`src/rtl/card_hand_display.sv`:
```
// Baccarat hand store: up to NSLOTS dealt cards, a 7-seg digit per slot,
// a running mod-10 score, and an optional blink on the most recently dealt card.
module card_digit (
  input  logic [3:0] code,
  input  logic       blank,
  output logic [6:0] seg
);
  always_comb begin
    seg = 7'b1111111;
    if (!blank) begin
      case (code)
        4'd1:    seg = 7'b0001000;
        4'd2:    seg = 7'b0100100;
        4'd3:    seg = 7'b0110000;
        4'd4:    seg = 7'b0011001;
        4'd5:    seg = 7'b0010010;
        4'd6:    seg = 7'b0000010;
        4'd7:    seg = 7'b1111000;
        4'd8:    seg = 7'b0000000;
        4'd9:    seg = 7'b0010000;
        4'd10:   seg = 7'b1000000;
        4'd11:   seg = 7'b1100001;
        4'd12:   seg = 7'b0011000;
        4'd13:   seg = 7'b0001001;
        default: seg = 7'b1111111;
      endcase
    end
  end
endmodule

module card_hand_display #(
  parameter int NSLOTS    = 3,
  parameter int BLINK_EN  = 1,
  parameter int BLINK_DIV = 25
) (
  input  logic                          slow_clock,
  input  logic                          resetb,
  input  logic                          clear,
  input  logic                          load_card,
  input  logic [3:0]                    card_in,
  output logic [7*NSLOTS-1:0]           hex_out,
  output logic [3:0]                    score,
  output logic [$clog2(NSLOTS+1)-1:0]   count,
  output logic                          full,
  output logic                          err
);
  localparam int CW = $clog2(NSLOTS+1);
  localparam int BW = (BLINK_DIV > 1) ? $clog2(BLINK_DIV) : 1;

  logic [NSLOTS-1:0][3:0] slots;
  logic [BW-1:0]          bcnt;
  logic                   phase_on;
  logic                   valid_code, accept, reject;
  logic [3:0]             value;
  logic [4:0]             sum5;
  logic [3:0]             nscore;

  assign full       = (count == CW'(NSLOTS));
  assign valid_code = (card_in >= 4'd1) && (card_in <= 4'd13);
  assign accept     = load_card && !clear && !full && valid_code;
  assign reject     = load_card && !clear && !accept;
  // 10/J/Q/K are worth nothing in baccarat
  assign value      = (card_in <= 4'd9) ? card_in : 4'd0;
  assign sum5       = {1'b0, score} + {1'b0, value};
  assign nscore     = (sum5 >= 5'd10) ? 4'(sum5 - 5'd10) : sum5[3:0];

  always_ff @(posedge slow_clock or negedge resetb) begin
    if (!resetb) begin
      slots    <= '0;
      count    <= '0;
      score    <= '0;
      err      <= 1'b0;
      bcnt     <= '0;
      phase_on <= 1'b1;
    end else if (clear) begin
      slots    <= '0;
      count    <= '0;
      score    <= '0;
      err      <= 1'b0;
      bcnt     <= '0;
      phase_on <= 1'b1;
    end else begin
      err <= reject;
      if (accept) begin
        for (int i = 0; i < NSLOTS; i++)
          if (count == CW'(i)) slots[i] <= card_in;
        count <= count + 1'b1;
        score <= nscore;
      end
      // A fresh card always starts its blink in the visible phase
      if (accept) begin
        bcnt     <= '0;
        phase_on <= 1'b1;
      end else if (BLINK_EN == 0 || count == '0) begin
        bcnt     <= '0;
        phase_on <= 1'b1;
      end else if (bcnt == BW'(BLINK_DIV-1)) begin
        bcnt     <= '0;
        phase_on <= !phase_on;
      end else begin
        bcnt <= bcnt + 1'b1;
      end
    end
  end

  for (genvar i = 0; i < NSLOTS; i++) begin : g_dig
    logic blank;
    assign blank = (BLINK_EN != 0) && !phase_on && (count == CW'(i+1));
    card_digit u_dig (
      .code  (slots[i]),
      .blank (blank),
      .seg   (hex_out[7*i +: 7])
    );
  end
endmodule

```
`config.mk`:
```
export PLATFORM = sky130hd
export DESIGN_NAME = card_hand_display
export DESIGN_NICKNAME = d
export VERILOG_FILES = /design/src/rtl/card_hand_display.sv
export SDC_FILE = /design/constraint.sdc
export NUM_CORES = 1
export LEC_CHECK = 0
export CELL_PAD_IN_SITES_DETAIL_PLACEMENT = 0
export CELL_PAD_IN_SITES_GLOBAL_PLACEMENT = 1
export CORE_MARGIN = 10
export CORE_UTILIZATION = 36
export DETAILED_ROUTE_END_ITERATION = 8
export PLACE_DENSITY = 0.88
export SETUP_SLACK_MARGIN = 0.15
export SLEW_MARGIN = 20
export SYNTH_ARGS = -nofsm -noshare
export SYNTH_HDL_FRONTEND = slang
export SYNTH_SLANG_ARGS = --single-unit
```
`constraint.sdc`:
```
create_clock -name slow_clock -period 1.9 [get_ports slow_clock]
set_clock_uncertainty 0.05 [all_clocks]
set_input_delay 0.38 -clock slow_clock [delete_from_list [all_inputs] [get_ports slow_clock]]
set_output_delay 0.38 -clock slow_clock [all_outputs]
set_load 0.01 [all_outputs]
```
# [Yosys cells after proc, flatten, opt, wreduce, memory -nomap -nowiden]
# Memory sizes are Yosys's and may differ from the RTL's.
# Index checks and enable logic that the tools add are counted.
# W data, S select, Z words.
[word_totals] romBits=336 out_inout_bits=29 wordCells=67 register_bits=25 memories=3
[mem_list] memory="(no name shown)" depth=16 width=7 rd=1 rd_ports_with_merged_regs=0 wr=0 line="11" source="case (code)"
[mem_list] memory="(no name shown)" depth=16 width=7 rd=1 rd_ports_with_merged_regs=0 wr=0 line="11"
[mem_list] memory="(no name shown)" depth=16 width=7 rd=1 rd_ports_with_merged_regs=0 wr=0 line="11"
[op_classes] n_eq_ne=4 n_reduce_logical=21 muxes=23 n_addsub=4 order_cmp=4
[ops] op="$mux W4" count=7
[ops] op="$mux W12" count=2
[ops] op="$mux W7" count=3
[ops] op="$mux W5" count=4
[ops] op="$le A4 B4 Y1 const B" count=2
[ops] op="$logic_and A1 B1 Y1" count=8
[ops] op="$reduce_bool A2 Y1" count=4
[ops] op="$reduce_and A2 Y1" count=3
[ops] op="$add A4 B4 Y5" count=1
[ops] op="$add A5 B1 Y5 const B" count=1
[ops] op="$eq A5 B5 Y1 const B" count=1
[ops] op="$ge A5 B4 Y1 const B" count=1
[ops] op="$mux W1" count=5
[ops] op="$eq A2 B2 Y1 const B" count=2
[ops] op="$ge A4 B1 Y1 const B" count=1
[ops] op="$logic_not A1 Y1" count=4
[ops] op="$mux W2" count=2
[ops] op="$reduce_bool A4 Y1" count=1
[ops] op="$sub A4 B4 Y4 const B" count=1
[ops] op="$add A2 B1 Y2 const B" count=1
[ops] op="$eq A2 B1 Y1 const B" count=1
[ops] op="$logic_not A2 Y1" count=1

# [Longest topological paths before layout]
# Gate-level depths: netlist of the first run.
[depth] ltp_word=7 depth_mapped=11

# [By module]
# From an unflattened synthesis of the first run, not the netlist that was laid out.
[hier_totals] cells_unflattened=267 area_unflattened_um2=2304.7
[by_module_without_submodules] mod="card_hand_display" n_inst=1 cells_per_inst=148 area_per_inst_um2=1416.4
[by_module_without_submodules] mod="card_digit at g_dig[2].u_dig" n_inst=1 cells_per_inst=40 area_per_inst_um2=309.0
[by_module_without_submodules] mod="card_digit at g_dig[1].u_dig" n_inst=1 cells_per_inst=40 area_per_inst_um2=302.8
[by_module_without_submodules] mod="card_digit at g_dig[0].u_dig" n_inst=1 cells_per_inst=39 area_per_inst_um2=276.5

# [Worst setup path after synthesis of the first run]
# Ideal clock, no wire load.
[synth_timing] kind="input to register" from="input card_in[2]" to="register score[1]" path_stages=10 path_slack_ns=-0.507 t_arrival_ns=2.221 path_buffers=0 setup_time_ns=0.136 path_cell_list="or2_4 a21boi_0 ha_1 fa_1 inv_1 ha_1 o221ai_1 and3_1 o21ai_0 o311ai_1"
[synth_between] elab_chain_len=7 word_cells_on_any_way=13
[synth_lines] element="start: declaration" line="40" source="input logic [3:0] card_in,"
[synth_lines] element="$le A4 B4 Y1" line="63" source="assign value = (card_in <= 4'd9) ? card_in : 4'd0;"
[synth_lines] element="$mux W4" line="63"
[synth_lines] element="$add A4 B4 Y5" line="64" source="assign sum5 = {1'b0, score} + {1'b0, value};"
[synth_lines] element="$sub A4 B4 Y4 / $ge A5 B4 Y1 (equally long branches)" line="65" source="assign nscore = (sum5 >= 5'd10) ? 4'(sum5 - 5'd10) : sum5[3:0];"
[synth_lines] element="$mux W4" line="65"
[synth_lines] element="$mux W4" line="84" source="if (accept) begin"
[synth_lines] element="$mux W4" line="75" source="end else if (clear) begin"
[synth_lines] element="end signal: assignment" line="88" source="score <= nscore;"
[synth_lines] element="end: declaration" line="42" source="output logic [3:0] score,"
# Several ways; a longest one is shown, not always the timed one. The select of a mux whose other input is x is not followed.
# A chain may end at the register's enable or synchronous reset.

# [Final worst setup path of the first run]
[layout_timing] from="input card_in[2]" to="register score[2]"
# The elaborated chain is that of the path after synthesis.

==> results.ini, run 1 <==
[run_status]
status = finished, violations left
violations = setup timing

[critical_path]
r2r_start = score[0]$_DFFE_PN0P_
crit_arrival_ns = 2.28
critPathMaxFanout = 5
start_kind = primary input
critPathKind = primary input to flop
path_cells = buf_6, or2_4, a21boi_2, ha_2, fa_2, inv_2, ha_4, o221ai_2, and3_4, o21ai_2, o311ai_2
rr_worst_depth = 9
end_kind = flop
r2r_end = score[2]$_DFFE_PN0P_
r2r_setup_slack_ns = -0.20
cp-endpoint = score[2]$_DFFE_PN0P_
critPathRequiredTime_ns = 2.00
startpoint = card_in[2]
slowest_stage = fa_2
slowest_delay_ns = 0.46

[route]
first_iter_violations = 106
vias = 2324
wirelength_microns = 6550
vias_per_cell = 5.13
drc_errors = 0
dr.pass1.iters = 4
postRouteAntennaNets = 0
wl_per_cell_microns = 14.5

[timing]
hold_viol = 0
setup_viol = 22
fmax_ghz = 0.458
finalMaxSlewViolations = 0
tightest_slew_ns = 0.392
period_share_pct = 115
grt_setup_unrepaired = true
slew_headroom_pct = 73.9
fin_crit_ns = 2.18
fin_ws_ns = -0.283

[cts]
cts_buffers = 3
cts_tree = done
cts_sinks = 25
htree_levels = 1
clk_transition_reported_paths_ns = 0.09
insertion_delay_ns = 0.27
clock_tree.buffer_depth = 2
cts_root_buf = clkbuf_8
cts_hold_buf = 0

[finish]
final_common_cell = buf_4
antennaDiodeCount = 0
layout_common_cells = buf_4 (61), nand2_1 (35), buf_6 (29)
post-route-util_pct = 62.1
ff_latch_area_sq_um = 633
drive_gt1_share_pct = 50.5
fin_nets = 418
multiInputGateArea_sq_um = 1830
nFillCells = 483
area_delta_synth_final_pct = 66.8

[synth]
synthArstFlopShare_pct = 100
ys_warn_count = 0
synth_cell_type_count = 45
syn_nets = 304
synthTopCellsByArea = dfrtp_1 (27%), ha_1 (17%), nand2_1 (7.1%)
syn_inst = 265
postSynthAreaPerCell_sq_um = 8.32
ys_seq_area_share_pct = 28.4
synth.largest_area_cell = dfrtp_1
synth_ff_type = dfrtp_1
synth_top_area_share_pct = 27.2
ys_ff_latch = 25
synth.cell_area_sq_um = 2210
synth_edf_count = 0

[floorplanning]
rows = 28
die-area_sq_um = 9660
die_w_microns = 98.3
initial_utilization_pct = 37.3
io_pins = 37
die_h_microns = 98.3
coreArea_sq_um = 5920

[placed_design]
gp_congestion = 0.834
io_buffer_count = 36
hpwl_microns = 4590
place_ws_ns = -0.940

[pwr]
p_per_area_nw_per_um2 = 479
total_leakage_power_nw = 1.62
ir_drop_v = 0.000316

[job]
max_cap_viol_count = 0

[global_route]
grt_pass1_wl_microns = 10800
overflow = 0
grt_max_degree = 26
grt_usage_pct = 12.7
antenna_found_initial = 0
grt_pass1_vias = 2410

[min_path]
hp-class = primary input to async pin

[layout make-up]
cell class,instances,share of cell area [%]
Multi-Input combinational cell,209,49.7
Tap cell,75,2.55
Clock buffer,3,1.12
Sequential cell,25,17.2
Clock inverter,1,0.204
Timing Repair Buffer,119,26.9
Inverter,21,2.35
[report_power, final]
group	internal [mW]	leakage, nW	total, mW	switching (mW)
registers	0.559	0.332	0.597	0.0378
logic	0.439	1.27	0.841	0.401
clock network	0.149	0.0217	0.326	0.177
total	1.15	1.62	1.76	0.616
[per-stage QoR]
step / cells / instance area (sq um) / hold slack [ns] / total power, mW / setup TNS (ns)
5_1_grt: 453 / 3680 / 0.432 / 1.88 / -5.51
2_1_floorplan: 265 / 2290 / 0.0344 / 0.971 / -1.11
3_5_place_dp: 426 / 3140 / 0.445 / 1.33 / -13.29
3_3_place_gp: 426 / 3140 / 0.420 / 1.31 / -11.99
6_report: 453 / 3680 / 0.412 / 1.76 / -3.42
4_1_cts: 441 / 3430 / 0.420 / 1.69 / -2.74
[critical path, delay by kind of cell]
kind	cells	cell delay (ns)
adders and majority gates	3	0.82
AOI/OAI and AO/OA	4	0.47
buffers and inverters	2	0.18
and+or+nand+nor	2	0.42
[cells by family (layout without fill, tap and decap cells)]
| group | Yosys count | in the layout | synth area share [%] |
|---|---|---|---|
| buffers and inverters | 31 | 144 | 5.67 |
| AO/OA/AOI/OAI | 52 | 52 | 14.8 |
| flip-flops | 25 | 25 | 28.4 |
| adder cells (fa/ha/maj) | 31 | 31 | 17.9 |
| multiplexers | 13 | 13 | 7.71 |
| XOR/XNOR | 6 | 6 | 2.38 |
| AND/OR/NAND/NOR | 107 | 107 | 23.1 |
[sequential cells by signal, indices dropped and copies added, names as in the netlist]
register and count:
count 2, err 1, bcnt 5, score 4, slots 12, phase_on 1
[routing by layer]
metal / vias to the layer above / wire length, microns / share of wire, % / GRT usage [%]
li1: 1150 / - / - / -
met1: 1108 / 2590 / 40 / 13.6
met2: 48 / 3470 / 53 / 23.8
met3: 18 / 323 / 4.9 / 2.54
met4: 0 / 167 / 2.5 / 4.85
met5: - / 0 / 0 / 0
[timing repair]
action	in CTS	in global routing
pin swaps	22	25
resized for setup	176	38
setup buffers	11	12
cloned	0	0
setup endpoints to repair	50	39
[worst min path at each step]
stage	startpoint	to	slack, ns	cells after the start
finish	resetb	bcnt[3]$_DFF_PN0_	0.41	2
global route	resetb	bcnt[3]$_DFF_PN0_	0.43	2
CTS	resetb	bcnt[2]$_DFF_PN0_	0.42	2
detailed placement	bcnt[0]$_DFF_PN0_	bcnt[0]$_DFF_PN0_	0.44	1
global placement	bcnt[0]$_DFF_PN0_	bcnt[0]$_DFF_PN0_	0.42	1
floorplan	resetb	bcnt[0]$_DFF_PN0_	0.03	0
[Yosys cell counts (2+ instances only)]
cell type / n
a21o_1: 2
a21oi_1: 22
a22oi_1: 3
and3_1: 3
clkbuf_1: 7
dfrtp_1: 24
ha_1: 30
inv_1: 21
mux2_2: 2
mux2i_1: 8
mux4_2: 3
nand2_1: 42
nand2_2: 2
nand2b_1: 4
nand3_1: 22
nand3b_1: 2
nor2_1: 17
nor2b_1: 4
nor3_1: 3
o211ai_1: 2
o21ai_0: 11
o311ai_0: 2
o311ai_1: 2
or3_1: 2
xnor2_1: 2
xor2_1: 4
Power figures use the tool's default switching activity.
==> run 2: changes to the inputs <==
--- a/config.mk
+++ b/config.mk
@@ -12,6 +12,7 @@
 export DETAILED_ROUTE_END_ITERATION = 8
 export PLACE_DENSITY = 0.88
 export SETUP_SLACK_MARGIN = 0.15
+export SKIP_LAST_GASP = 1
 export SLEW_MARGIN = 20
 export SYNTH_ARGS = -nofsm -noshare
 export SYNTH_HDL_FRONTEND = slang
==> results.ini, run 2 (same netlist as run 1, synthesis figures left out) <==
[run_status]
status = finished, violations left
violations = setup timing

[cts]
cts_buffers = 3
htree_levels = 1
cts_tree = done
clk_transition_reported_paths_ns = 0.09
insertion_delay_ns = 0.27
cts_hold_buf = 0
cts_sinks = 25
cts_root_buf = clkbuf_8
clock_tree.buffer_depth = 2

[critical_path]
critPathRequiredTime_ns = 2.00
rr_worst_depth = 9
r2r_setup_slack_ns = -0.20
startpoint = card_in[2]
slowest_delay_ns = 0.46
crit_family = adder cells
critPathMaxFanout = 5
path_cells = buf_6, or2_4, a21boi_2, ha_2, fa_2, inv_2, ha_4, o221ai_2, and3_4, o21ai_2, o311ai_2
end_kind = flop
start_kind = primary input
slowest_stage = fa_2
r2r_start = score[0]$_DFFE_PN0P_
cp.buffers_inverters = 2
critPathKind = primary input to flop
crit_arrival_ns = 2.28
r2r_end = score[2]$_DFFE_PN0P_

[global_route]
overflow = 0
grt_pass1_vias = 2346
met3_usage_pct = 2.33
antenna_found_initial = 0
grt_max_degree = 26
met2_usage_pct = 23.6
gr-usage-met1_pct = 13.4
top_usage_layer = met2
grt_pass1_wl_microns = 10500
grt_usage_pct = 12.4

[finish]
max_flop_register = slots
area_delta_synth_final_pct = 64.7
final_common_cell = buf_4
antennaDiodeCount = 0
largest_reg_flops = 12
finish.instance_area_sq_um = 3630
drive_gt1_share_pct = 48.9
layout_common_cells = buf_4 (60), nand2_1 (36), buf_6 (28)
top_regs = slots (12), bcnt (5), score (4)
post-route-util_pct = 61.3
fin_nets = 416

[floorplanning]
die_h_microns = 98.3
rows = 28
initial_utilization_pct = 37.3
die-area_sq_um = 9660
coreArea_sq_um = 5920
die_w_microns = 98.3
io_pins = 37

[placed_design]
gp_congestion = 0.834
dpl_cell_area_sq_um = 3140
hpwl_microns = 4590
io_buffer_count = 36

[timing]
setup_viol = 21
slew_headroom_pct = 73.6
hold_viol = 0
fin_crit_ns = 2.18
fin_ws_ns = -0.283
tightest_slew_ns = 0.396
grt_setup_unrepaired = true
fin_hold_ws_ns = 0.414
finalMaxSlewViolations = 0
fmax_ghz = 0.458
period_share_pct = 115

[route]
vias_per_cell = 5.07
postRouteAntennaNets = 0
vias = 2285
wirelength_microns = 6350
dr.pass1.iters = 4
first_iter_violations = 104
drc_errors = 0
wl_per_cell_microns = 14.1

[job]
max_cap_viol_count = 0

[min_path]
hp-class = primary input to async pin

[pwr]
ir_drop_v = 0.000316
p_per_area_nw_per_um2 = 481
total_leakage_power_nw = 1.60

==> run 2: layer usage <==
metal	vias up	share of wire, %
li1	1143	-
met1	1096	40
met2	38	54
met3	8	5.0
met4	0	1.3
met5	-	0
==> run 2: report_power, final <==
group / leakage, nW / internal (mW) / total [mW] / switching, mW
Combinational: 1.25 / 0.434 / 0.827 / 0.393
Sequential: 0.332 / 0.559 / 0.597 / 0.0375
Clock: 0.0217 / 0.149 / 0.322 / 0.174
Total: 1.60 / 1.14 / 1.75 / 0.604
==> run 2: worst max path at each step <==
stage                                 to  slack, ns  depth (start not counted)
finish              score[2]$_DFFE_PN0P_      -0.28                         11
global route        score[3]$_DFFE_PN0P_      -0.38                         11
CTS                 score[2]$_DFFE_PN0P_      -0.26                         11
detailed placement  score[2]$_DFFE_PN0P_      -0.94                         11
global placement    score[1]$_DFFE_PN0P_      -0.87                         11
floorplan           score[1]$_DFFE_PN0P_      -0.39                         10
==> run 2: repair_timing <==
item | in CTS | in global routing
buffers inserted | 11 | 10
pin swaps | 22 | 21
resized for setup | 160 | 46
setup endpoints to repair | 50 | 39
==> run 2: through the flow <==
stage | cells | setup WS, ns | setup TNS, ns | total power [mW]
2_1_floorplan | 265 | -0.389 | -1.11 | 0.971
3_5_place_dp | 426 | -0.940 | -13.29 | 1.33
6_report | 451 | -0.283 | -3.05 | 1.75
3_3_place_gp | 426 | -0.873 | -11.99 | 1.31
4_1_cts | 441 | -0.260 | -3.11 | 1.68
5_1_grt | 451 | -0.377 | -5.25 | 1.87
==> run 2: worst reg2reg max path, stage by stage (launching register included) <==
cell,delay (ns)
dfrtp_1,0.40
ha_2,0.20
fa_2,0.42
xor2_2,0.17
inv_2,0.08
ha_4,0.16
o221ai_2,0.08
and3_4,0.18
o21ai_2,0.13
o311ai_2,0.12
==> run 2: area by class of cell <==
cell class	instances	area [sq um]
Clock inverter	1	7.51
Fill cell	483	2290
Sequential cell	25	633
Multi-Input combinational cell	209	1800
Clock buffer	3	41.3
Tap cell	75	93.8
Timing Repair Buffer	117	970
Inverter	21	86.3
